### src/rtl/jt89_noise.sv
// JT89 PSG noise channel: prescaled rate counter or tone2 edges clock a 16-bit
// LFSR whose low bit selects the sign of an attenuated amplitude.
module jt89_noise #(
  parameter logic [15:0] SEED = 16'h8000,
  parameter logic [15:0] TAPS = 16'h0009
) (
  input  logic              clk,
  input  logic              rst,
  input  logic              clk_en,
  input  logic              ctrl_we,
  input  logic [2:0]        ctrl,
  input  logic              att_we,
  input  logic [3:0]        att,
  input  logic              tone2,
  output logic signed [9:0] noise
);

  localparam int unsigned CW = 6;

  logic [2:0]    ctrl_r;
  logic [3:0]    att_r;
  logic [15:0]   lfsr;
  logic [3:0]    pre;
  logic [CW-1:0] cnt;
  logic          ff;
  logic          tone2_d;

  logic          tick;
  logic          nf3;
  logic          shift;
  logic          fb;
  logic [CW-1:0] reload;
  logic [8:0]    mag;

  assign tick  = clk_en && (pre == 4'hF);
  assign nf3   = (ctrl_r[1:0] == 2'd3);
  assign shift = nf3 ? (clk_en && tone2 && !tone2_d)
                     : (tick && (cnt == '0) && !ff);
  assign fb    = ctrl_r[2] ? ^(lfsr & TAPS) : lfsr[0];

  // Half-period reload value: N-1 for N = 16/32/64
  always_comb begin
    reload = CW'(15);
    case (ctrl_r[1:0])
      2'd0:    reload = CW'(15);
      2'd1:    reload = CW'(31);
      default: reload = CW'(63);
    endcase
  end

  // 2 dB-step amplitude table; index 15 mutes the channel
  always_comb begin
    mag = 9'd0;
    case (att_r)
      4'd0:    mag = 9'd511;
      4'd1:    mag = 9'd406;
      4'd2:    mag = 9'd322;
      4'd3:    mag = 9'd256;
      4'd4:    mag = 9'd203;
      4'd5:    mag = 9'd161;
      4'd6:    mag = 9'd128;
      4'd7:    mag = 9'd102;
      4'd8:    mag = 9'd81;
      4'd9:    mag = 9'd64;
      4'd10:   mag = 9'd51;
      4'd11:   mag = 9'd40;
      4'd12:   mag = 9'd32;
      4'd13:   mag = 9'd26;
      4'd14:   mag = 9'd20;
      default: mag = 9'd0;
    endcase
  end

  // Prescaler and tone2 edge history
  always_ff @(posedge clk or posedge rst) begin
    if (rst) begin
      pre     <= 4'd0;
      tone2_d <= 1'b0;
    end else if (clk_en) begin
      pre     <= pre + 4'd1;
      tone2_d <= tone2;
    end
  end

  // Rate counter; frozen while tone2 drives the shift
  always_ff @(posedge clk or posedge rst) begin
    if (rst) begin
      cnt <= '0;
    end else if (tick && !nf3) begin
      cnt <= (cnt == '0) ? reload : cnt - CW'(1);
    end
  end

  always_ff @(posedge clk or posedge rst) begin
    if (rst) begin
      ff <= 1'b0;
    end else if (ctrl_we) begin
      ff <= 1'b0;
    end else if (tick && !nf3 && (cnt == '0)) begin
      ff <= !ff;
    end
  end

  // Control write reloads the seed and overrides a coincident shift
  always_ff @(posedge clk or posedge rst) begin
    if (rst) begin
      ctrl_r <= 3'd0;
      lfsr   <= SEED;
    end else if (ctrl_we) begin
      ctrl_r <= ctrl;
      lfsr   <= SEED;
    end else if (shift) begin
      lfsr   <= {fb, lfsr[15:1]};
    end
  end

  always_ff @(posedge clk or posedge rst) begin
    if (rst) begin
      att_r <= 4'hF;
    end else if (att_we) begin
      att_r <= att;
    end
  end

  always_ff @(posedge clk or posedge rst) begin
    if (rst) begin
      noise <= 10'sd0;
    end else begin
      noise <= lfsr[0] ? $signed({1'b0, mag}) : -$signed({1'b0, mag});
    end
  end

endmodule

### config.mk
export PLATFORM = sky130hd
export DESIGN_NAME = jt89_noise
export DESIGN_NICKNAME = d
export VERILOG_FILES = /design/src/rtl/jt89_noise.sv
export SDC_FILE = /design/constraint.sdc
export NUM_CORES = 1
export LEC_CHECK = 0
export BUFFER_PORTS_ARGS = -buffer_cell sky130_fd_sc_hd__buf_2
export CORE_UTILIZATION = 40
export CTS_CLUSTER_DIAMETER = 120
export DETAILED_ROUTE_END_ITERATION = 10
export PLACE_DENSITY = 0.57
export SYNTH_ARGS = -nofsm -noshare
export SYNTH_HDL_FRONTEND = slang
export SYNTH_SLANG_ARGS = --single-unit
### constraint.sdc
create_clock -name clk -period 3 [get_ports clk]
set_clock_uncertainty 0.15 [all_clocks]
set_input_delay 0.3 -clock clk [delete_from_list [all_inputs] [get_ports clk]]
set_output_delay 0.3 -clock clk [all_outputs]
set_load 0.01 [all_outputs]
# Word level (Yosys, flattened, before mapping)
# Memory sizes are Yosys's and may differ from the RTL's.
# Cells that the tools add are included.
[classes]
n_addsub = 3
eq_ne = 3
muxes = 9
n_reduce_logical = 15
[op_table]
columns = ["op", "n"]
rows = [
  ["$mux 16", 2],
  ["$reduce_xor 16->1", 1],
  ["$pmux 6 s2", 1],
  ["$mux 10", 1],
  ["$neg 9->10", 1],
  ["$logic_and 1x1->1", 7],
  ["$logic_not 6->1", 1],
  ["$mux 6", 1],
  ["$sub 6x1->6 const B", 1],
  ["$add 4x1->4 const B", 1],
  ["$eq 4x4->1 const B", 1],
  ["$mux 1", 4],
  ["$reduce_bool 2->1", 2],
  ["$logic_not 1->1", 3],
  ["$eq 2x1->1 const B", 1],
  ["$eq 2x2->1 const B", 1],
  ["$logic_not 2->1", 1],
]
[totals]
reg_bits = 45
romBits = 144
inputBits = 13
out_inout_bits = 10
memories = 1
[mem_list]
columns = ["name", "depth", "word_bits", "read_ports", "rd_clocked_by_memory_dff", "write_ports", "line", "rtl"]
rows = [
  ["(name not given)", 16, 9, 1, 0, 0, "54", "case (att_r)"],
]

# Longest topological paths before layout
[depth]
word_depth = 7
ltp_mapped = 10
mapped_depth_nobuf = 10

# Least setup slack after synthesis
# Ideal clock, no wire load.
[synth_path]
kind = "register to register"
from = "reg att_r[1]"
to = "reg noise[8]"
setup_time_ns = 0.129
arrival_ns = 2.135
required_ns = 2.721
setup_slack_ns = 0.586
stages_incl_launch_ff = 10
path_buffers = 0
period_less_slack_ns = 2.414
cell_sequence = "dfstp_2 inv_1 ha_1 inv_1 mux4_2 inv_1 ha_1 and3_1 a31oi_1 xor2_1"
[synth_between]
elab_chain_len = 3
[synth_lines]
columns = ["item", "line", "rtl"]
rows = [
  ["start: declaration", "21", "logic [3:0] att_r;"],
  ["start signal: assignment", "121", "att_r <= att;"],
  ["$mem_v2 16x9 (*)", "-", ""],
  ["$neg 9->10", "129", "noise <= lfsr[0] ? $signed({1'b0, mag}) : -$signed({1'b0, mag});"],
  ["$mux 10 (*)", "129", ""],
  ["end signal: assignment", "129", ""],
  ["end: declaration", "15", "output logic signed [9:0] noise"],
]
# Every way passes the cells marked *; elsewhere a longest branch is shown, timed or not.
# A chain may end at the register's enable or synchronous reset.

# Worst setup path after layout
# Same ends and word-level chain as after synthesis.

==> summary.txt <==
Placement
  – Port Buf Inserts: 22
  – Detailed Place HPWL: between 2000 and 3000 um
  – DP Area: 2515 sq um
  – Routability-driven placement congestion ratio: roughly 0.86

STA
  – Setup tns final: 0 ns
  – Maximum clock rate: 384.5 MHz
  – Final period util: 0.8669
  – Slew margin rel.: 0.3839
  – Final Critical Period: 2.601 ns
  – RSZ-0062 raised after global routing: false
  – Final hold viol count: 0
  – Least-Margin Pin Slew: ~0.9 ns
  – Pins Over Slew Limit: 0
  – Final setup viols: 0

Routing
  – Via-to-Cell Ratio: around 4.9
  – DRT Pass-1 Iters: 4
  – Initial DRC count: just under 60
  – Drt total wl: 3896 um
  – Vias: roughly 1,600
  – Post-route ant nets: 0
  – # DRC: 0
  – Average wire per standard cell: approximately 12 um

Global routing
  – Most Used Layer, Global Route: met2
  – First-pass GRT wire length: about 7000 um
  – All-Layer GR Usage: 0.1465
  – Initial antenna violation count: 0
  – GRT overflow: 0
  – Largest net degree at the start of global routing: 46
  – Met3 usage in global routing: 0.03908
  – Met2 Use GR: 0.2233
  – Number of global-route vias before repair: roughly 1,500
  – Met1 usage: 0.1968

Die
  – Initial Util: 0.4228
  – Die Y: about 80 um
  – Core ar.: ~5600 sq um
  – Die area: between 6000 and 7000 sq um
  – DIE WIDTH: between 70 and 80 um
  – Number of cell rows: 27
  – # IOs: 23

Clock network
  – Htree depth: 2
  – Post-CTS setup buffer count: 0
  – CTS Root Buffer Type: clkbuf_8
  – Cts repair resizes: 0
  – Total CTS buffers: 5
  – Reg clk slew, reported paths: approximately 0.090 ns
  – Sink Count: 45
  – # hold bufs at CTS: 0
  – Worst skew pair latency: roughly 0.30 ns
  – CTS tree: done
  – Max clock buf depth: 2

Final layout
  – Filler cells: 548
  – Commonest non-fill, non-tap cell in the layout: dfrtp_1
  – Area growth syn-to-layout: 10.92%
  – Fraction of layout instances using a drive strength above 1: 0.2419
  – Commonest non-fill, non-tap cells in the layout: dfrtp_1, nand2_1, buf_2
  – Fin area: between 2000 and 3000 sq um
  – Antenna diodes: 0
  – Final net count: between 200 and 300
  – Post-Route Utilization: 0.4690

Setup path
  – CP Class: reg2reg
  – Cell-by-cell trace of the critical path: inv_1, ha_1, inv_1, mux4_2, inv_1, ha_1, and3_1, a31oi_1, xor2_1
  – Crit path max-delay cell type: dfstp_2
  – Critical Path AT: about 2.6 ns
  – Startpoint types: flop
  – WP depth: 9
  – Reg2reg path depth: 9
  – CP peak stage delay: ~0.64 ns
  – CP Max Fanout: 10
  – CP Capture Type: flop
  – Worst Path Required: about 3 ns
  – Worst path top cell family by delay: flip-flops
  – Worst Path Buf+Inv: 3
  – Most used cell, CP: inv_1

Logic synthesis
  – Sequential share of the synthesized area: 0.4776
  – Library cells used by synthesis: 40
  – Syn_nets: between 200 and 300
  – FF+latch count, synth: 45
  – Syn Area/Cell: roughly 10 sq um
  – Mapped Cells: around 230
  – Ys Warns: 0
  – Post-synthesis cell area: 2371 sq um

Power
  – Worst IR drop on VDD: approximately 0.28 mV
  – Gate power share: 0.268
  – PD cells: 670.8 nW/um^2
  – Internal: ~0.0012 W
  – Clock group share of total power: 0.262
  – Seq pwr share: 0.470
  – P_leak: between 1 and 1.5 nW
  – Switching Power: between 0.0005 and 0.0006 W
  – Sw frac: 0.3168

Flow run
  – Max capacitance violation total: 0

Status
  – Status: complete, no violations

Hold path
  – Hold Crit Class: in2async
==> flip-flops by register name, indices dropped and copies added, names as in the netlist <==
| register | cells |
|---|---|
| ctrl_r | 3 |
| cnt | 6 |
| tone2_d | 1 |
| att_r | 4 |
| pre | 4 |
| ff | 1 |
| lfsr | 16 |
| noise | 10 |
==> worst register-to-register path: stages, from the launching register on <==
cell     delay [ns]
dfstp_2        0.64
inv_1          0.13
ha_1           0.33
inv_1          0.04
mux4_2         0.49
inv_1          0.08
ha_1           0.14
and3_1         0.20
a31oi_1        0.11
xor2_1         0.17
==> final timing paths <==
path                                       from              endpoint  slack, ns
setup / recovery           att_r[1]$_DFFE_PP1P_    noise[8]$_DFF_PP0_       0.40
hold / removal                              rst    cnt[0]$_DFFE_PP0N_       0.05
setup reg to reg           att_r[1]$_DFFE_PP1P_    noise[8]$_DFF_PP0_       0.40
hold reg to reg              pre[3]$_DFFE_PP0P_    pre[3]$_DFFE_PP0P_       0.33
max in group asynchronous                   rst    cnt[3]$_DFFE_PP0N_       2.07
min in group clk                         att[0]  att_r[0]$_DFFE_PP1P_       0.05
==> per-stage QoR <==
| stage | setup WS [ns] | hold slack, ns | instances | total power [W] |
|---|---|---|---|---|
| finish | 0.3992 | 0.04628 | 320 | 0.001764 |
| global route | 0.2030 | 0.05249 | 320 | 0.001901 |
| CTS | 0.3902 | 0.04157 | 320 | 0.001797 |
| detailed placement | 0.4079 | 0.3164 | 312 | 0.001323 |
| global placement | 0.4805 | 0.3143 | 312 | 0.001315 |
| floorplan | 0.5862 | 0.2130 | 228 | 0.001204 |
==> per-layer routing <==
layer	wire length, um	vias to the layer above
met4	70	0
met5	0	-
met3	101	7
li1	-	800
met1	1929	732
met2	1795	14
==> power groups by stage <==
stage	logic [W]	registers, W	clock network [W]
after global routing	0.000537	0.000851	0.000512
final	0.000472	0.000830	0.000462
after global placement	0.000476	0.000839	0
after CTS	0.000483	0.000831	0.000483
after floorplan	0.000375	0.000828	0
after detailed placement	0.000482	0.000841	0
==> cells in the mapped netlist, drive strengths merged <==
cell type  number  area (sq um)
a21o            2         15.01
a31oi           5         31.28
dfrtp          40          1001
o21bai          1         7.510
a22oi           1         7.510
o21a            2         15.01
inv            12         45.04
a22o            1         8.760
nand3           3         15.01
a41oi           1         8.760
mux4            1         22.52
nand2          25         93.84
nor2           13         48.80
xor2            5         43.79
or3             2         17.52
o21ai          23         137.6
dfstp           5         131.4
buf             8         63.80
a211oi          1         12.51
mux2i           6         60.06
nand4           2         12.51
nand2b         18         112.6
o21ba           2         20.02
nor4            2         27.53
nor4b           1         23.77
nor3            3         15.01
clkbuf          4         15.01
a21oi          10         50.05
xnor2           7         61.31
and3            1         6.260
mux2            8         90.09
or2             1         6.260
ha             11         137.6
nor2b           1         6.260
==> layout make-up <==
class | count | area, sq um | area share
sequential | 45 | 1132 | 0.4305
multi-input combinational | 159 | 1122 | 0.4267
timing repair buffer | 24 | 125.1 | 0.04757
tap | 72 | 90.09 | 0.03425
clock buffer | 5 | 68.82 | 0.02617
clock inverter | 3 | 46.29 | 0.01760
inverter | 12 | 45.04 | 0.01713
==> kinds of logic after synthesis <==
logic type / count (synthesis) / synth area share
compound gates: 49 / 0.1325
xor+xnor: 12 / 0.04433
fa+ha+maj: 11 / 0.05805
buf+inv: 24 / 0.05223
flops: 45 / 0.4776
mux: 15 / 0.07283
simple gates: 72 / 0.1625
Power figures use the tool's default switching activity.
